[src/rtl/sample_ser_pkg.sv]
// Shared types and constants for the sample word serializer.
// The HDR state exists only when SAMPLE_SERIALIZER_HDR_EN is defined.
package sample_ser_pkg;

    typedef enum logic [2:0] {
        IDLE,
`ifdef SAMPLE_SERIALIZER_HDR_EN
        HDR,
`endif
        START,
        DATA,
        STOP
    } state_t;

    localparam logic [7:0] HDR_BYTE         = 8'hA5;
    localparam int         BITS_PER_FRAME   = 10;
    localparam int         DEFAULT_BAUD_DIV = 434;

endpackage

[src/rtl/sample_serializer_tx_byte.sv]
// Single 8N1 byte transmitter: start bit, eight data bits LSB first, stop bit.
// A start request on the same edge as the final tick chains the next byte with no gap.
module uart_tx_byte
    import sample_ser_pkg::*;
(
    input  logic       clk,
    input  logic       reset,
    input  logic       start,
    input  logic [7:0] byte_in,
    input  logic       tick,
    output logic       txd,
    output logic       byte_done
);

    localparam logic [3:0] LAST_BIT = 4'(BITS_PER_FRAME - 1);

    logic       txd_q, txd_d;
    logic [3:0] bit_q, bit_d;
    logic [8:0] frame_q, frame_d;

    assign byte_done = tick && (bit_q == LAST_BIT);
    assign txd       = txd_q;

    always_comb begin
        txd_d   = txd_q;
        bit_d   = bit_q;
        frame_d = frame_q;
        if (start) begin
            txd_d   = 1'b0;
            bit_d   = '0;
            frame_d = {1'b1, byte_in};
        end else if (tick) begin
            // Ones shift in behind the stop bit so the line rests high afterwards.
            txd_d   = frame_q[0];
            frame_d = {1'b1, frame_q[8:1]};
            bit_d   = byte_done ? '0 : bit_q + 4'd1;
        end
    end

    always_ff @(posedge clk or posedge reset) begin
        if (reset) begin
            txd_q <= 1'b1;
            bit_q <= '0;
        end else begin
            txd_q <= txd_d;
            bit_q <= bit_d;
        end
    end

    always_ff @(posedge clk) begin
        frame_q <= frame_d;
    end

endmodule

[src/rtl/sample_serializer.sv]
// Serializes a wide sample word as 8N1 bytes, most significant byte first.
// Define SAMPLE_SERIALIZER_HDR_EN to prefix every word with header byte 0xA5.
module sample_serializer
    import sample_ser_pkg::*;
#(
    parameter int BAUD_DIV   = DEFAULT_BAUD_DIV,
    parameter int DATA_BYTES = 16
) (
    input  logic                    clk,
    input  logic                    reset,
    input  logic [8*DATA_BYTES-1:0] in_data,
    input  logic                    in_valid,
    output logic                    in_ready,
    output logic                    txd,
    output logic                    busy,
    output logic                    word_done
);

    localparam int          W         = 8 * DATA_BYTES;
    localparam int          CNT_W     = $clog2(DATA_BYTES + 1);
    localparam logic [15:0] BAUD_LAST = 16'(BAUD_DIV - 1);
    localparam logic [15:0] BAUD_PRE  = 16'(BAUD_DIV - 2);

    state_t           state_q, state_d;
    logic [15:0]      baud_q, baud_d;
    logic [2:0]       bit_q, bit_d;
    logic [CNT_W-1:0] cnt_q, cnt_d;
    logic [W-1:0]     sh_q, sh_d;
    logic             in_ready_q, in_ready_d;
    logic             busy_q, busy_d;
    logic             word_done_q, word_done_d;

    logic             accept, tick, byte_done, next_byte, tx_start;
    logic [7:0]       tx_byte;

    assign accept    = in_valid && in_ready;
    assign tick      = (state_q != IDLE) && (baud_q == BAUD_LAST);
    assign next_byte = byte_done && (cnt_q != '0);
    assign tx_start  = accept || next_byte;

    assign in_ready  = in_ready_q && !reset;
    assign busy      = busy_q;
    assign word_done = word_done_q;

    always_comb begin
        state_d = state_q;
        bit_d   = bit_q;
        cnt_d   = cnt_q;
        sh_d    = sh_q;
        tx_byte = sh_q[W-1 -: 8];
        baud_d  = (state_q == IDLE || tick) ? '0 : baud_q + 16'd1;
        if (accept) begin
`ifdef SAMPLE_SERIALIZER_HDR_EN
            state_d = HDR;
            tx_byte = HDR_BYTE;
            sh_d    = in_data;
            cnt_d   = CNT_W'(DATA_BYTES);
`else
            state_d = START;
            tx_byte = in_data[W-1 -: 8];
            sh_d    = in_data << 8;
            cnt_d   = CNT_W'(DATA_BYTES - 1);
`endif
        end else if (next_byte) begin
            // Next byte starts on the edge that ends the previous stop bit.
            state_d = START;
            sh_d    = sh_q << 8;
            cnt_d   = cnt_q - CNT_W'(1);
        end else if (tick) begin
            case (state_q)
                START: begin
                    state_d = DATA;
                    bit_d   = '0;
                end
                DATA: begin
                    if (bit_q == 3'd7) state_d = STOP;
                    else               bit_d   = bit_q + 3'd1;
                end
                STOP:    state_d = IDLE;
                default: ;
            endcase
        end
        // Raised one edge early so the pulse lands on the final stop-bit cycle.
        word_done_d = (state_q == STOP) && (cnt_q == '0) && (baud_q == BAUD_PRE);
        in_ready_d  = (state_d == IDLE);
        busy_d      = !in_ready_d;
    end

    always_ff @(posedge clk or posedge reset) begin
        if (reset) begin
            state_q     <= IDLE;
            baud_q      <= '0;
            bit_q       <= '0;
            cnt_q       <= '0;
            in_ready_q  <= 1'b1;
            busy_q      <= 1'b0;
            word_done_q <= 1'b0;
        end else begin
            state_q     <= state_d;
            baud_q      <= baud_d;
            bit_q       <= bit_d;
            cnt_q       <= cnt_d;
            in_ready_q  <= in_ready_d;
            busy_q      <= busy_d;
            word_done_q <= word_done_d;
        end
    end

    always_ff @(posedge clk) begin
        sh_q <= sh_d;
    end

    uart_tx_byte u_tx (
        .clk      (clk),
        .reset    (reset),
        .start    (tx_start),
        .byte_in  (tx_byte),
        .tick     (tick),
        .txd      (txd),
        .byte_done(byte_done)
    );

endmodule

[config.mk]
export PLATFORM = sky130hd
export DESIGN_NAME = sample_serializer
export DESIGN_NICKNAME = d
export VERILOG_FILES = /design/src/rtl/sample_ser_pkg.sv /design/src/rtl/sample_serializer_tx_byte.sv /design/src/rtl/sample_serializer.sv
export SDC_FILE = /design/constraint.sdc
export NUM_CORES = 1
export LEC_CHECK = 0
export ABC_AREA = 1
export CAP_MARGIN = 20
export CORE_MARGIN = 2
export CORE_UTILIZATION = 45
export CTS_CLUSTER_DIAMETER = 30
export DETAILED_ROUTE_END_ITERATION = 16
export DONT_BUFFER_PORTS = 1
export GPL_TIMING_DRIVEN = 0
export SLEW_MARGIN = 0
export SYNTH_ARGS = -nofsm -noshare
export SYNTH_HDL_FRONTEND = slang
export SYNTH_HIERARCHICAL = 1
export SYNTH_SLANG_ARGS = --single-unit
[constraint.sdc]
create_clock -name clk -period 5.5 [get_ports clk]
set_input_delay 1.1 -clock clk [delete_from_list [all_inputs] [get_ports clk]]
set_output_delay 1.1 -clock clk [all_outputs]
set_load 0.01 [all_outputs]
==> key figures <==
Finish
  • Multi-input logic area: ~2500 um^2
  • Fillers: about 1500
  • Layout Nets: about 970
  • Layout cells sized above 1: 0.123
  • Fin util: 0.513
  • P&R area growth vs syn: 11.8%
  • Finished layout cell area: 8480 um^2
  • Diode count: 0
  • Storage element area: 4720 um^2
  • Post-route insts no fill: ~1100

Critical path
  • Cell-by-cell trace of the critical path: nor2_1 > nand2_1 > nor2_2 > nand2_1 > nor3_1 > nand2_1 > nor2_2 > nand2_2 > nand2_8 > buf_6 > inv_4 > nand2_2 > inv_1 > nand2_1 > nand2_1
  • Crit path DAT: approximately 3.8 ns
  • Slowest CP cell: nand2_8
  • WS Path Type: flop to flop
  • CP Buf/Inv Count: 3
  • Worst EP required: approximately 5.8 ns
  • CP max stage delay: ~0.6 ns
  • Worst path most repeated cell: nand2_1
  • Critical path startpoint: baud_q[6]
  • R2R setup slack: a little over 2 ns
  • Worst r2r src: baud_q[6]
  • CP Max Fanout: about 130
  • Critical Path Source Type: flop
  • Crit-path leading delay family: simple AND/OR/NAND/NOR gates
  • Crit path capture type: flop

Min path
  • Hold Crit Class: input pin to asynchronous set/reset pin

Logic synthesis
  • Cell taking the most area after synthesis: edfxtp_1
  • Ys flop type: edfxtp_1
  • Post-synth EDFFs: ~130
  • Synthesized area: approximately 7600 um^2
  • Post-Synthesis Cells: between 800 and 900
  • Seq cells post-synth: 163
  • Synth warn: 6
  • Dominant cells by area after synthesis: edfxtp_1, nand2_1, dfrtp_1
  • Top cells by count, synth: nand2_1, edfxtp_1, inv_1
  • Post-Syn Nets: about 950
  • Post-synth ARST share: 0.215
  • Avg Cell Area, Syn: between 9 and 10 um^2
  • Post-synth cell types: 37
  • Area share of the largest cell type after synthesis: 0.507
  • Post-synthesis sequential area ratio: 0.623
  • Top-count cell post-synth: nand2_1

Clocking
  • CTS tree: built
  • Clock Latency Late Sink: about 0.42 ns
  • Worst-path clk slew: approximately 0.06 ns
  • Clock buffer depth: 2
  • Clock Sinks: 163
  • Post-CTS setup buffer count: 0
  • H-tree levels: 4
  • CTS root buf: clkbuf_16
  • Post-CTS Resized: 0
  • Total CTS buffers: 17
  • Post-CTS Hold Fix Bufs: 0

Placed design
  • Placed inst area: ~7900 um^2
  • PortBufs: 0
  • Placed cells: 1032
  • Routability-driven placement congestion ratio: 0.821
  • Post-DP HPWL: roughly 11000 um

STA
  • Slew Limit Fails: 0
  • Tmin final: about 3.5 ns
  • Setup TNS: 0 ns
  • Max Freq: about 0.29 GHz
  • Final Cycle Share: 0.632
  • Unrepaired setup endpoints after global routing: no
  • Skew final: about 0.0076 ns
  • Final setup vio count: 0
  • Final Hold Fails: 0
  • Worst slew margin: 0.349
  • Worst-margin pin slew: 0.976 ns

GRT
  • Initial antenna violation count: 0
  • Largest net degree at the start of global routing: 126
  • Vias in the first global route: a little over 5000
  • First-pass GRT wire length: 24100 um
  • Tot GR Track Use: 0.173
  • Gr ovfl total: 0

Detailed routing
  • Total vias in the final route: around 5000
  • WL final: 14600 um
  • Post-route ant nets: 0
  • DR iter-0 viols: 311
  • DR pass1 iterations: 4
  • Vias per Instance: 4.80
  • Detailed-route wire length per cell: between 10 and 15 um
  • DRC Markers: 0

Job
  • # Max-Cap Violations: 0

Pwr
  • P_leak: 3.69 nW
  • Maximum vdd drop: about 230 uV
  • Pwr dens: between 200 and 300 nW/um^2
  • Overall Power: between 0.002 and 0.0025 W

Floorplanning
  • IO Pins: roughly 140
  • Cell Rows: 47
  • Core area: roughly 17000 um^2
  • Die area: approximately 18000 um^2
  • Initial Util: 0.459
  • Chip Width: between 100 and 150 um
  • Die height: 134 um

Status
  • Status: complete, no violations
==> stage by stage <==
step	setup WS (ns)	hold slack, ns
after floorplan	1.61	0.457
after global placement	0.628	0.476
after detailed placement	1.98	0.479
after CTS	1.96	0.442
after global routing	1.72	0.447
final	2.03	0.458
==> metal layers <==
metal / vias to the layer above / routed length (um) / track usage
li1: 2621 / - / -
met1: 2342 / 6360 / 0.219
met2: 127 / 7050 / 0.283
met3: 13 / 1040 / 0.0552
met4: 0 / 173 / 0.0579
met5: - / 0 / 0
==> area by class of cell <==
cell class              instances  area share
flip-flops and latches        163       0.557
multi-input cells             564       0.294
clock buffers                  18      0.0506
well taps                     220      0.0325
inverters                      55      0.0251
plain buffers                  29      0.0205
clock inverters                14      0.0177
repair buffers                  1     0.00325
==> cell usage in the layout (no fill, tap or decap), types with 2 or more instances in the layout <==
| cell | netlist | layout |
|---|---|---|
| clkinvlp_4 | 0 | 2 |
| clkbuf_16 | 0 | 17 |
| inv_6 | 0 | 4 |
| buf_6 | 2 | 2 |
| bufinv_16 | 0 | 2 |
| nand2_2 | 8 | 7 |
| clkinv_2 | 1 | 5 |
| nand2_1 | 435 | 435 |
| inv_2 | 5 | 5 |
| buf_2 | 16 | 16 |
| dfrtp_1 | 33 | 33 |
| dfstp_2 | 2 | 2 |
| nor3_1 | 4 | 4 |
| o21ai_1 | 5 | 5 |
| o21ai_0 | 5 | 5 |
| a21oi_1 | 10 | 10 |
| buf_4 | 8 | 8 |
| nor2_1 | 33 | 33 |
| edfxtp_1 | 128 | 128 |
| inv_4 | 2 | 2 |
| ha_1 | 9 | 9 |
| nand2_4 | 2 | 2 |
| inv_1 | 47 | 47 |
| o21ai_2 | 3 | 3 |
| nand4_1 | 5 | 5 |
| nand3_2 | 5 | 5 |
| nor2_2 | 7 | 7 |
| nand3_1 | 15 | 15 |
| nor2_4 | 7 | 7 |
| clkbuf_1 | 3 | 4 |
==> worst paths after layout <==
| path | endpoint | cells after the start |
|---|---|---|
| max in group asynchronous | cnt_q[2] | 2 |
| worst max register to register | u_tx/bit_q[1] | 15 |
| min in group clk | u_tx/txd | 2 |
| worst max-delay path | u_tx/bit_q[1] | 15 |
| worst min register to register | u_tx/txd | 2 |
| worst min-delay path | u_tx/bit_q[2] | 1 |
==> state kept, by name, summed over array words and instances, names as in the netlist <==
signal	count
u_tx/frame_q	8
state_q	3
cnt_q	5
word_done	1
bit_q	3
u_tx/bit_q	4
busy	1
in_ready_q	1
sh_q	120
u_tx/txd	1
baud_q	16
==> logic make-up after synthesis <==
kind of cell | after synthesis | synth area share
xor+xnor | 2 | 0.00231
flops | 163 | 0.623
compound gates | 27 | 0.0210
simple gates | 526 | 0.288
fa+ha+maj | 9 | 0.0148
buf+inv | 84 | 0.0510
==> power by group <==
part | leakage, nW | switching, W | internal (W)
registers | 1.56 | 0.000000155 | 0.00131
logic | 1.84 | 0.00000662 | 0.00000284
clock network | 0.283 | 0.000485 | 0.000674
Note: power is estimated with default switching activity, not from simulation.
